--- src/rtl/store_buffer.sv ---
// Word-granular store buffer between the memory stage and a single-port data memory.
// Optional STB_COALESCE_EN: a store matching the youngest entry overwrites it in place.
module store_buffer #(
    parameter int DEPTH  = 4,
    parameter int DATA_W = 32,
    parameter int ADDR_W = 32
) (
    input  logic              clk,
    input  logic              reset,
    input  logic              cpu_we,
    input  logic              cpu_re,
    input  logic [ADDR_W-1:0] cpu_addr,
    input  logic [DATA_W-1:0] cpu_wdata,
    output logic [DATA_W-1:0] cpu_rdata,
    output logic              stall,
    output logic              empty,
    output logic              mem_we,
    output logic [ADDR_W-1:0] mem_addr,
    output logic [DATA_W-1:0] mem_wdata,
    input  logic [DATA_W-1:0] mem_rdata
);

    localparam int PW = $clog2(DEPTH);
    localparam int CW = PW + 1;

    logic [DEPTH-1:0]  r_valid;
    logic [ADDR_W-1:0] r_addr [DEPTH];
    logic [DATA_W-1:0] r_data [DEPTH];
    logic [PW-1:0]     r_head;
    logic [PW-1:0]     r_tail;
    logic [CW-1:0]     r_count;

    logic              w_full;
    logic              w_nonempty;
    logic              w_port_free;
    logic              w_drain;
    logic              w_coalesce;
    logic              w_accept;
    logic              w_fwd_hit;
    logic [DATA_W-1:0] w_fwd_data;
    logic [PW-1:0]     w_idx;

    assign w_full      = (r_count == CW'(DEPTH));
    assign w_nonempty  = (r_count != '0);
    // The memory port belongs to a load whenever one is present; otherwise the head drains.
    assign w_port_free = ~cpu_re & w_nonempty;
    assign w_drain     = w_port_free & ~reset;

`ifdef STB_COALESCE_EN
    logic [PW-1:0] w_youngest;
    assign w_youngest = r_tail - PW'(1);
    // A lone entry that is draining this cycle cannot absorb the store.
    assign w_coalesce = cpu_we & w_nonempty
                      & (r_addr[w_youngest][ADDR_W-1:2] == cpu_addr[ADDR_W-1:2])
                      & ~((r_count == CW'(1)) & ~cpu_re);
`else
    assign w_coalesce = 1'b0;
`endif

    // A store enters the buffer without needing the memory port, so loads never block it.
    assign w_accept = cpu_we & ~w_full & ~w_coalesce;
    assign stall    = cpu_we & w_full & ~w_coalesce;

    // Walk oldest to youngest so the last hit is the youngest matching store.
    always_comb begin
        w_fwd_hit  = 1'b0;
        w_fwd_data = '0;
        w_idx      = r_head;
        for (int i = 0; i < DEPTH; i++) begin
            w_idx = r_head + PW'(i);
            if (r_valid[w_idx] && (r_addr[w_idx][ADDR_W-1:2] == cpu_addr[ADDR_W-1:2])) begin
                w_fwd_hit  = 1'b1;
                w_fwd_data = r_data[w_idx];
            end
        end
    end

    assign cpu_rdata = w_fwd_hit ? w_fwd_data : mem_rdata;
    assign mem_we    = w_drain;
    assign mem_addr  = w_port_free ? r_addr[r_head] : cpu_addr;
    assign mem_wdata = r_data[r_head];
    assign empty     = ~w_nonempty;

    always_ff @(posedge clk) begin
        if (reset) begin
            r_valid <= '0;
            r_head  <= '0;
            r_tail  <= '0;
            r_count <= '0;
        end else begin
            if (w_drain) begin
                r_valid[r_head] <= 1'b0;
                r_head          <= r_head + PW'(1);
            end
            if (w_accept) begin
                r_valid[r_tail] <= 1'b1;
                r_tail          <= r_tail + PW'(1);
            end
            r_count <= r_count + CW'(w_accept) - CW'(w_drain);
        end
    end

    // Payload storage carries no reset; validity alone decides what is live.
    always_ff @(posedge clk) begin
        if (w_accept) begin
            r_addr[r_tail] <= cpu_addr;
            r_data[r_tail] <= cpu_wdata;
        end
`ifdef STB_COALESCE_EN
        if (w_coalesce) begin
            r_data[w_youngest] <= cpu_wdata;
        end
`endif
    end

endmodule

--- config.mk ---
export PLATFORM = sky130hd
export DESIGN_NAME = store_buffer
export DESIGN_NICKNAME = d
export VERILOG_FILES = /design/src/rtl/store_buffer.sv
export SDC_FILE = /design/constraint.sdc
export NUM_CORES = 1
export LEC_CHECK = 0
export ABC_CLOCK_PERIOD_IN_PS = 5000
export CAP_MARGIN = 15
export CELL_PAD_IN_SITES_DETAIL_PLACEMENT = 0
export CELL_PAD_IN_SITES_GLOBAL_PLACEMENT = 2
export CORE_UTILIZATION = 38
export DETAILED_ROUTE_END_ITERATION = 6
export PLACE_DENSITY = 0.83
export SLEW_MARGIN = 0
export SYNTH_ARGS = -nofsm -noshare
export SYNTH_HDL_FRONTEND = slang
export SYNTH_SLANG_ARGS = --single-unit
--- constraint.sdc ---
create_clock -name clk -period 5 [get_ports clk]
set_clock_uncertainty 0.2 [all_clocks]
set_input_delay 0.5 -clock clk [delete_from_list [all_inputs] [get_ports clk]]
set_output_delay 0.5 -clock clk [all_outputs]
set_load 0.03 [all_outputs]
==> flow_summary_export.csv, run 1 <==
group,metric,value,unit
flow_run,cap_viol_max_count,0,
clocking,cts_buffer_depth,3,
placement,dp_hpwl,44880,um
detailed_routing,totalWireLength,65890,um
yosys,ys_seq_area_share,43.43,%
timing,slew_viol_final,0,
detailed_routing,drtAntennaViolNets,0,
placement,placed_area,21380,sq um
clocking,cts-htree-levels,1,
pwr,ir_worst_vdd,0.3019,mV
detailed_routing,drcViolationCount,4,
detailed_routing,drt-wirelength-per-cell,27.25,um
clocking,path_clk_slew,0.06,ns
yosys,synth_top_family_by_area,"multiplexers",
timing,min_period_over_period,99.19,%
placement,pre_cts_ws,0.07008,ns
yosys,synth_xor_area_share,4.738,%
yosys,synth_area_per_cell,11.96,sq um
timing,fmax,0.2016,GHz
detailed_routing,via_per_inst,6.183,
pwr,swShare,39.86,%
clocking,cts_tree,"yes",
critical_path,crit_arrival,4.26,ns
yosys,synth_top_area_share,42.01,%
timing,timing.hold.ws,0.3559,ns
global_route,grt_usage,25.92,%
die,die_h,221.4,um
yosys,synth_area_leader_cell,"edfxtp_1",
global_route,grt_antenna_before_repair,3,
detailed_routing,vias,14950,
worst_hold_path,hp-class,"primary input to flip-flop",
yosys,synth_edf_count,256,
pwr,seqPwrFrac,24.8,%
critical_path,crit_type,"flip-flop to output pin",
die,die_width,221.4,um
clocking,clockRootBuffer,"clkbuf_16",
pwr,power_density,507.1,nW/um^2
timing,finalHoldViolations,0,
critical_path,cp-end-kind,"output pin",
critical_path,worstPathRequired,4.30,ns
critical_path,crit-reg2reg-launch,"r_count[1]$_SDFF_PP0_",
die,initial_core_util,38.41,%
timing,fin_crit,4.960,ns
placement,gp_congestion,0.9934,
timing,worst_slew_pin_slew,1.088,ns
timing,setup_violations,0,
critical_path,crit_start,"r_head[0]$_SDFFE_PP0P_",
pwr,p_sw,4.708,mW
yosys,synth-seq-cells,269,
yosys,synth_compound_area_share,11.07,%
yosys,yosys.area_share.simple,9.621,%
pwr,pwr-share-comb,55.9,%
die,ios,199,
yosys,async_flop_share,0,%
yosys,synth_fa_ha_area_share,0.7932,%
clocking,cts.sinks,269,
global_route,grt_pass1_wl,95610,um
global_route,first_global_vias,14550,
layout,drive_above_1_share,26.50,%
timing,setup_tns,0,ns
die,core-area,47650,sq um
yosys,synth.area.top_cells,"edfxtp_1 42%, mux4_2 17%, mux2i_1 6.6%",
yosys,netlist_area,18300,sq um
detailed_routing,dr.pass1.iters,7,
pwr,leakage,7.512,nW
detailed_routing,initialDrtViolationCount,1494,
layout,area_growth,27.29,%
critical_path,rr_worst_depth,11,
timing,finalWorstSetupSlack,0.04047,ns
layout,nets,1887,
clocking,clk_latency,0.58,ns
yosys,synth.mux.area_fraction,25.83,%
timing,rsz0062_at_grt,"yes",
run_status,violations,"DRC",
clocking,cts_made_buffers,30,
critical_path,startpoint_type,"flip-flop",
yosys,synth-main-ff-cell,"edfxtp_1",
global_route,grt_max_degree,102,
yosys,synth_cell_type_count,76,
worst_hold_path,min_from,"cpu_wdata[16]",
yosys,syn_nets,1641,
layout,finalInstanceArea,23290,sq um
critical_path,cp_max_fo,20,
yosys,synthCells,1530,
yosys,ys_warn_count,0,
placement,portBuffers,198,
global_route,grt_overflow_total,0,
timing,max_slew_margin,27.49,%
pwr,p_int,7.104,mW
die,die_area,49040,sq um
run_status,status,"finished with violations",
die,rows,80,
worst_hold_path,min_path_cells,1,
pwr,p_clk_share,19.3,%
[cells in the mapped netlist, drive strengths merged, types with 3 or more instances]
cell type    n
mux4       136
o221ai       5
buf         66
nand2      122
and3         3
nand4b       3
o22ai       13
nand3        5
o211ai       9
or3          3
edfxtp     256
o2111ai      6
dfxtp       13
a221oi       4
mux2        41
a2bb2oi      3
clkbuf      85
nand2b       4
a22oi        4
nor3        10
nand4       15
inv         24
nor2       122
a2111oi      5
ha          10
nor2b        3
a31oi       35
a311oi      32
nor4        37
nand3b      32
a21oi      114
and2         6
o31ai       31
xnor2       83
mux2i      120
o21ai       22
xor2        16
[power groups by stage]
stage | sequential, mW | combinational, mW | clock (mW)
after floorplan | 2.90 | 4.21 | 0
after global placement | 3.00 | 5.95 | 0
after CTS | 2.92 | 6.43 | 2.32
final | 2.93 | 6.60 | 2.28
after detailed placement | 3.02 | 5.96 | 0
after global routing | 2.95 | 6.97 | 2.39
[per-stage QoR]
| stage | total power, mW | util, % | cells |
|---|---|---|---|
| global placement | 8.954 | 44.88 | 2316 |
| global route | 12.31 | 48.88 | 2416 |
| finish | 11.81 | 48.89 | 2418 |
| detailed placement | 8.977 | 44.88 | 2316 |
| floorplan | 7.117 | - | 1530 |
| CTS | 11.66 | 47.93 | 2389 |
[registers in the layout (all words and copies together) (netlist names), named ones only]
signal   count
r_head       2
r_valid      4
r_addr     128
r_tail       2
r_count      3
r_data     128
[cells in the final DEF (no fill, tap or decap), types with 15 or more instances in the layout]
cell and instances:
buf_4 157, mux2_2 41, nand2_1 122, o21ai_0 21, nand4_1 15, nor4_1 28, nor2_1 121, a31oi_1 32
inv_1 23, mux4_2 136, xor2_1 16, a21oi_1 112, xnor2_1 75, nand3b_1 32, clkdlybuf4s50_1 166, a311oi_1 32
mux2i_1 116, edfxtp_1 256, clkbuf_16 33, buf_12 16, o31ai_1 30
[what timing repair did]
action,in CTS,in global routing
gates resized for setup,46,56
hold buffers,0,0
cloned,4,3
endpoints found under the setup margin,32,30
pin swaps,8,13
setup buffers,13,23
[worst max-delay path, stage by stage (launching register included)]
cell           delay (ns)
dfxtp_4              0.35
buf_8                0.19
bufbuf_16            0.37
mux2i_1              0.60
o2111ai_1            0.17
a22oi_1              0.42
nand2_1              0.30
buf_4                0.31
nor4_1               0.28
o31ai_1              0.10
a21oi_1              0.15
dlygate4sd2_1        0.41
[per-layer routing]
metal	wire length (um)	vias up	GRT usage, %	part of all wire [%]
met5	10	-	0	0.015
met4	1838	2	7.796	2.8
met3	5143	102	3.745	7.8
met2	31630	786	42.63	48
met1	27260	7544	35.54	41
li1	-	6516	-	-
[cells by family (layout without fill, tap and decap cells)]
| family | after synthesis | in the layout |
|---|---|---|
| other | 0 | 3 |
| and+or+nand+nor | 370 | 370 |
| muxes | 297 | 297 |
| AOI/OAI and AO/OA | 308 | 309 |
| xor gates and xnor gates | 99 | 99 |
| adders and majority gates | 11 | 11 |
| buffers and inverters | 176 | 445 |
| DFF | 269 | 269 |
[path summary, 6_finish.rpt]
| path | slack [ns] | end |
|---|---|---|
| max reg2reg | 1.75 | r_count[2]$_SDFF_PP0_ |
| min reg2reg | 0.36 | r_tail[1]$_SDFFE_PP0P_ |
| max | 0.04 | cpu_rdata[31] |
| min | 0.36 | r_data[0][16]$_DFFE_PP_ |
[cell type report]
type,count,area (sq um)
repair buffers,364,3566
flip-flops and latches,269,7960
clock inverters,22,229.0
multi-input cells,1086,9878
diodes,3,7.507
inverters,25,95.09
fillers,4264,24350
clock buffers,34,787.0
well taps,615,769.5
Power figures use the tool's default switching activity.
==> inputs of run 2 (changes only) <==
--- a/config.mk
+++ b/config.mk
@@ -10,6 +10,7 @@
 export CELL_PAD_IN_SITES_DETAIL_PLACEMENT = 0
 export CELL_PAD_IN_SITES_GLOBAL_PLACEMENT = 2
 export CORE_UTILIZATION = 38
+export CTS_CLUSTER_DIAMETER = 60
 export DETAILED_ROUTE_END_ITERATION = 6
 export PLACE_DENSITY = 0.83
 export SLEW_MARGIN = 0
==> flow_summary_export.csv, run 2 (synthesis results as in run 1) <==
group,metric,value,unit
global_route,grt_usage,26.02,%
placement,dp_hpwl,44880,um
placement,portBuffers,198,
global_route,grt_max_degree,102,
clocking,cts_tree,"yes",
detailed_routing,via_per_inst,6.184,
global_route,first_global_vias,14570,
flow_run,cap_viol_max_count,0,
detailed_routing,drcViolationCount,0,
layout,drive_above_1_share,26.44,%
clocking,path_clk_slew,0.06,ns
clocking,clk_latency,0.51,ns
global_route,grt_pass1_wl,95630,um
critical_path,crit_start,"r_head[0]$_SDFFE_PP0P_",
global_route,grt_antenna_before_repair,7,
timing,setup_tns,0,ns
layout,mostFrequentLayoutCells,"256 x edfxtp_1, 166 x clkdlybuf4s50_1, 151 x buf_4",
critical_path,worstPathRequired,4.30,ns
die,die_h,221.4,um
detailed_routing,totalWireLength,65680,um
die,rows,80,
timing,slew_viol_final,0,
timing,max_slew_margin,28.96,%
die,initial_core_util,38.41,%
pwr,ir_worst_vdd,0.2929,mV
placement,placed_area,21380,sq um
timing,min_period_over_period,98.51,%
timing,fin_crit,4.925,ns
placement,pre_cts_ws,0.07008,ns
placement,gp_congestion,0.9934,
timing,rsz0062_at_grt,"yes",
global_route,grt_overflow_total,0,
timing,fmax,0.2030,GHz
critical_path,cp_max_fo,12,
detailed_routing,drt-wirelength-per-cell,27.14,um
timing,worst_slew_pin_slew,1.066,ns
layout,top_regs,"r_addr x128, r_data x128, r_valid x4",
die,ios,199,
worst_hold_path,hp-class,"flip-flop to flip-flop",
pwr,leakage,7.513,nW
layout,area_growth,27.68,%
run_status,status,"finished, final reports clean",
critical_path,crit-reg2reg-launch,"r_count[1]$_SDFF_PP0_",
timing,finalHoldViolations,0,
die,die_width,221.4,um
worst_hold_path,min_from,"r_tail[1]$_SDFFE_PP0P_",
detailed_routing,vias,14970,
layout,final_util,49.04,%
timing,setup_violations,0,
clocking,clockRootBuffer,"clkbuf_16",
layout,final_common_cell,"edfxtp_1",
detailed_routing,dr.pass1.iters,7,
clocking,cts.sinks,269,
pwr,power_density,518.5,nW/um^2
detailed_routing,initialDrtViolationCount,1506,
timing,timing.hold.ws,0.3565,ns
critical_path,crit_type,"flip-flop to output pin",
timing,finalWorstSetupSlack,0.07470,ns
layout,nets,1885,
critical_path,cp-end-kind,"output pin",
clocking,cts_made_buffers,35,
die,core-area,47650,sq um
critical_path,crit_arrival,4.23,ns
detailed_routing,drtAntennaViolNets,0,
critical_path,startpoint_type,"flip-flop",
clocking,cts_buffer_depth,3,
clocking,cts-htree-levels,2,
die,die_area,49040,sq um
layout,finalInstanceArea,23360,sq um
## run 2: changes by cell type in the layout (fill, tap and decap cells not counted), moves of 3 or more
cell | previous run | this run
buf_4 | 157 | 151
clkbuf_1 | 3 | 7
clkinv_1 | 9 | 3
clkinvlp_4 | 2 | 5
buf_6 | 3 | 6
clkinv_2 | 7 | 2
xnor2_2 | 8 | 5
clkbuf_16 | 33 | 38
## run 2: routing by layer
layer  up-vias  share of wire (%)  global-route usage, %
met5         -              0.035                      0
met4         4                3.2                  8.781
met3       124                8.6                  5.112
met2       781                 48                  42.23
met1      7530                 41                  34.89
li1       6527                  -                      -
## run 2: where the power goes
part | leakage [nW] | total [mW] | switching (mW) | internal, mW
Sequential | 2.45 | 2.95 | 0.199 | 2.75
Combinational | 4.48 | 6.55 | 3.61 | 2.95
Clock | 0.576 | 2.61 | 0.976 | 1.64
Total | 7.51 | 12.1 | 4.78 | 7.33
## run 2: final timing paths
check | end | slack (ns) | cells after the start
setup reg to reg | r_count[2]$_SDFF_PP0_ | 1.77 | 11
hold reg to reg | r_tail[1]$_SDFFE_PP0P_ | 0.36 | 2
setup / recovery | cpu_rdata[21] | 0.07 | 14
hold / removal | r_tail[1]$_SDFFE_PP0P_ | 0.36 | 2
## run 2: cell type report
cell class | count | area, sq um
clock buffers | 45 | 965.9
clock inverters | 18 | 241.5
well taps | 615 | 769.5
flip-flops and latches | 269 | 7960
diodes | 5 | 12.51
multi-input cells | 1085 | 9823
fillers | 4244 | 24280
inverters | 25 | 97.59
repair buffers | 358 | 3493
## run 2: worst max-delay path: stages (launching register included)
cell and delay, ns:
dfxtp_4 0.35, inv_1 0.07, ha_4 0.40, buf_4 0.16
mux4_2 0.53, or3_4 0.38, a2111oi_4 0.33, buf_4 0.19
and3_4 0.24, buf_12 0.16, buf_12 0.16, a311oi_1 0.09
o31ai_1 0.33, a21oi_1 0.12, buf_4 0.18
## run 2: stage by stage
stage | total power, mW | std cells
final | 12.11 | 2420
after global routing | 12.61 | 2418
after CTS | 11.95 | 2394
after detailed placement | 8.977 | 2316
after global placement | 8.954 | 2316
after floorplan | 7.117 | 1530
## run 2: what timing repair did
item	4_1_cts	5_1_grt
pin swaps	6	17
resized for setup	34	61
setup buffers	11	20
gates cloned	4	1
endpoints found under the hold margin	0	0
hold buffers	0	0
setup endpoints to repair	32	30
==> inputs of run 3 (changes only) <==
--- a/config.mk
+++ b/config.mk
@@ -9,10 +9,10 @@
 export CAP_MARGIN = 15
 export CELL_PAD_IN_SITES_DETAIL_PLACEMENT = 0
 export CELL_PAD_IN_SITES_GLOBAL_PLACEMENT = 2
-export CORE_UTILIZATION = 38
+export CORE_UTILIZATION = 39
 export CTS_CLUSTER_DIAMETER = 60
 export DETAILED_ROUTE_END_ITERATION = 6
-export PLACE_DENSITY = 0.83
+export PLACE_DENSITY = 0.85
 export SLEW_MARGIN = 0
 export SYNTH_ARGS = -nofsm -noshare
 export SYNTH_HDL_FRONTEND = slang
==> flow_summary_export.csv, run 3 (synthesis results as in run 1) <==
group,metric,value,unit
detailed_routing,totalWireLength,63950,um
timing,fin_crit,4.954,ns
run_status,status,"finished, final reports clean",
global_route,first_global_vias,14540,
critical_path,worstPathRequired,4.30,ns
critical_path,cp_max_fo,13,
layout,multiInputGateArea,9968,sq um
detailed_routing,via_per_inst,6.229,
pwr,power_density,499.6,nW/um^2
critical_path,crit_arrival,4.25,ns
layout,finalInstanceArea,23250,sq um
worst_hold_path,min_from,"cpu_wdata[0]",
global_route,grt_pass1_wl,93540,um
clocking,cts_tree,"yes",
layout,mostFrequentLayoutCells,"256 x edfxtp_1, 166 x clkdlybuf4s50_1, 136 x mux4_2",
flow_run,cap_viol_max_count,0,
clocking,path_clk_slew,0.06,ns
die,die_width,218.6,um
detailed_routing,drcViolationCount,0,
timing,worst_slew_pin_slew,0.8042,ns
placement,portBuffers,198,
die,core-area,46460,sq um
timing,finalHoldViolations,0,
clocking,clockRootBuffer,"clkbuf_16",
timing,slew_viol_final,0,
placement,gp_congestion,0.8943,
placement,placed_area,21480,sq um
die,rows,79,
clocking,clk_latency,0.56,ns
timing,fmax,0.2019,GHz
worst_hold_path,hp-class,"primary input to flip-flop",
global_route,grt_overflow_total,0,
global_route,top_usage_layer,"met2",
layout,final_common_cell,"edfxtp_1",
critical_path,crit_path_frequent_cell,"buf_4",
timing,rsz0062_at_grt,"yes",
critical_path,worst-path-buf-inv,7,
detailed_routing,vias,14910,
clocking,cts-htree-levels,1,
critical_path,crit-reg2reg-launch,"r_count[1]$_SDFF_PP0_",
critical_path,cp-end-kind,"output pin",
critical_path,cp_slowest_cell,"mux4_2",
layout,regArea,7960,sq um
critical_path,crit_chain,"buf_4, buf_4, mux4_2, xnor2_2, nand4_1, a2111oi_4, clkbuf_16, inv_1, o32a_4, buf_12, buf_4, a31oi_4, a21oi_2, buf_4",
detailed_routing,dr.pass1.iters,7,
die,die_h,218.6,um
timing,max_slew_margin,46.38,%
pwr,ir_worst_vdd,0.4045,mV
layout,area_growth,27.05,%
global_route,grt_usage,26.21,%
layout,top_regs,"r_addr x128, r_data x128, r_valid x4",
placement,dp_hpwl,43520,um
critical_path,crit_type,"flip-flop to output pin",
critical_path,crit_family,"buffers and inverters",
global_route,grtUsageMet1,36.31,%
global_route,use_met3,3.479,%
clocking,cts_buffer_depth,3,
timing,min_period_over_period,99.08,%
layout,fill_cells,4061,
timing,setup_violations,0,
global_route,grt_antenna_before_repair,2,
detailed_routing,drtAntennaViolNets,0,
die,die_area,47790,sq um
global_route,grtUsageMet2,42.93,%
layout,final_util,50.04,%
die,ios,199,
die,initial_core_util,39.39,%
critical_path,startpoint_type,"flip-flop",
detailed_routing,drt-wirelength-per-cell,26.71,um
layout,nets,1874,
critical_path,critPathMaxStageDelay,0.56,ns
global_route,grt_max_degree,74,
layout,drive_above_1_share,26.63,%
clocking,cts_made_buffers,31,
detailed_routing,initialDrtViolationCount,1464,
pwr,leakage,7.400,nW
clocking,cts.sinks,269,
[run 3: cell types whose count changed in the layout (fill, tap and decap cells not counted), moves of 5 or more]
cell | previous run | this run
a21oi_1 | 113 | 107
buf_12 | 15 | 23
buf_4 | 151 | 127
clkbuf_16 | 38 | 33
a31oi_4 | 0 | 10
a31oi_1 | 34 | 25
a21oi_2 | 1 | 7
[run 3: through the flow]
stage,hold WS (ns),setup TNS (ns),instances,worst slack (ns),power [mW]
detailed placement,0.3534,-1.101,2310,-0.1108,8.990
CTS,0.3255,-0.004485,2379,-0.004194,11.47
floorplan,0.3004,0,1530,0.1813,7.117
finish,0.3562,0,2394,0.04620,11.61
global route,0.3580,-0.5518,2393,-0.08963,12.14
global placement,0.3393,-0.7662,2310,-0.09679,8.954
[run 3: repair_timing]
action / CTS / global route
hold buffers: 0 / 0
endpoints found under the setup margin: 32 / 31
gates resized for setup: 64 / 78
pin swaps: 2 / 12
setup buffers: 13 / 10
gates cloned: 2 / 2
[run 3: cell type report]
type	instances	area share, %
antenna	3	0.03229
clock buffer	34	3.385
clock inverter	20	0.6781
inverter	25	0.4090
multi-input combinational	1085	42.88
sequential	269	34.24
tap	607	3.267
timing repair buffer	351	15.11
[run 3: report_power, final]
group	leakage (nW)	internal (mW)	switching (mW)
logic	4.50	2.95	3.58
clock network	0.450	1.19	0.958
registers	2.45	2.75	0.184
total	7.40	6.89	4.72
[run 3: per-layer routing]
metal	wire, um	part of all wire (%)
met2	30900	48
met4	1528	2.4
met1	26450	41
met3	5072	7.9
met5	0	0
[run 3: worst reg2reg max path, delay by kind of cell, from the launching register on]
| family | cells | cell delay, ns |
|---|---|---|
| DFF | 1 | 0.35 |
| buffers and inverters | 2 | 0.11 |
| adders and majority gates | 3 | 0.85 |
| and+or+nand+nor | 4 | 1.28 |
| xor gates and xnor gates | 2 | 0.31 |
[run 3: path summary, 6_finish.rpt]
kind                            end  slack [ns]  cells after the start
max                    cpu_rdata[4]        0.05                     14
min reg2reg  r_tail[1]$_SDFFE_PP0P_        0.37                      2
min          r_data[3][0]$_DFFE_PP_        0.36                      1
max reg2reg   r_count[2]$_SDFF_PP0_        1.76                     11
==> edit: new RTL, config.mk and constraints of run 3 <==
`DEPTH`: 4 -> 8.
--- a/src/rtl/store_buffer.sv
+++ b/src/rtl/store_buffer.sv
@@ -3,3 +3,3 @@
 module store_buffer #(
-    parameter int DEPTH  = 4,
+    parameter int DEPTH  = 8,
     parameter int DATA_W = 32,
Function: no difference found for any inputs over 4 cycles, from zero or initial values and one cycle with reset high; that may be too few to reach the edited logic, so the function may still have changed.
==> edit against run 3 <==
  * Count of clock-buffer cells in the layout up 50
  * Total power increased by 140%
  * Utilization is 0.48 points lower
  * Area after synthesis rose to 2.5 times the old value
  * Critical endpoint is now cpu_rdata[31]
  * Hold slack worse by 0.067 ns
  * Register-to-register slack better by 0.17 ns
  * Setup slack worse by 1.2 ns
  * Cell count grew 130%
  * Sequential share of layout area fell by 6.9 points
  * Combinational power rose to 2.5 times the old value
  * Sequential cell count is 264 higher
  * Clock power grew to 2.6 times the old value
  * Wire length grew to 2.7 times the old value
  * Final area up 150%
  * The run now ends with DRC, setup timing left
==> edit: results (changes against run 3) <==
stage,metric,value,unit,change
setup_path,"Slowest-stage cell, CP",a222oi_1,,was mux4_2
setup_path,Critical Path AT,5.47,ns,was 4.25 ns
timing,setup ws final,-1.17,ns,was 0.0462 ns
setup_path,r2r startpoint,r_count[2]$_SDFF_PP0_,,was r_count[1]$_SDFF_PP0_
timing,final setup fails,32,,was 0
timing,Slew HR,23.6,%,was 46.4%
placed_design,gpl congestion,1.02,,was 0.894
logic_synthesis,Post-synth top cells,"mux4_2 (640), edfxtp_1 (512), mux2i_1 (388)",,"was edfxtp_1 (256), mux4_2 (136), nand2_1 (122), nor2_1 (122), mux2i_1 (120)"
placed_design,Post-DP HPWL,118,mm,was 43.5 mm
logic_synthesis,post-synth cell types,80,,was 76
logic_synthesis,Mapped Cells,3410,,was 1530
pwr,power share of the clock group,20.3,%,was 18.5%
global_routing,Total GRT Usage,28.3,%,was 26.2%
timing,WHS,0.290,ns,was 0.356 ns
routing,Avg WL per Cell,31.2,µm,was 26.7 µm
routing,drt via density,6.67,,was 6.23
setup_path,worst-path fanout max,8,,was 13
global_routing,initial antenna violation count,4,,was 2
setup_path,Reg2Reg Depth,13,,was 11
logic_synthesis,post-synthesis compound-gate area fraction,7.81,%,was 11.1%
routing,DRC Markers,3,,was 0
global_routing,first-pass GRT wire length,251,mm,was 93.5 mm
outcome,status,finished with violations,,"was complete, no violations"
worst_hold_path,Hold Path Cell Cnt,2,,was 1
placed_design,Area after DPL,53800,µm²,was 21500 µm²
final_layout,Clock buf/inv share,4.44,%,was 4.06%
placed_design,dpl cells,5380,,was 2310
final_layout,area of the multi-input gates,29100,µm²,was 9970 µm²
cts,H-tree levels,3,,was 1
setup_path,FF-to-FF setup slack,1.93,ns,was 1.76 ns
cts,later-pin clock latency in the skew report,0.68,ns,was 0.56 ns
final_layout,final net count,4117,,was 1874
pwr,Max VDD drop,0.373,mV,was 0.404 mV
final_layout,Non-Clock Inverter Count,65,,was 25
timing,Tmin final,6.17,ns,was 4.95 ns
worst_hold_path,Hold Crit Start,r_tail[0]$_SDFFE_PP0P_,,was cpu_wdata[0]
outcome,failing checks,"DRC, setup timing",,
==> edit: what timing repair did <==
| action | in CTS | in global routing |
|---|---|---|
| gates resized for setup | 65 | 88 |
| pin swaps | 36 | 57 |
| endpoints found under the setup margin | 32 | 32 |
| buffers inserted | 44 | 20 |
| gates cloned | 6 | 5 |
==> edit: critical path: cells and delay by family, from the launching register on <==
| family | cells | cell delay [ns] |
|---|---|---|
| muxes | 2 | 0.75 |
| adders and majority gates | 1 | 0.30 |
| buffers and inverters | 10 | 1.43 |
| and+or+nand+nor | 4 | 1.00 |
| DFF | 1 | 0.38 |
| AOI/OAI and AO/OA | 2 | 0.75 |
| xor gates and xnor gates | 1 | 0.15 |
==> edit: routing by layer <==
layer	routed length, µm	share of wire [%]	vias up	GRT usage [%]
met3	17300	9.9	416	5.51
met5	15	0.0086	-	0
met2	81700	47	2389	45.1
met4	8460	4.8	4	12.3
met1	67100	38	19131	37.7
li1	-	-	15343	-
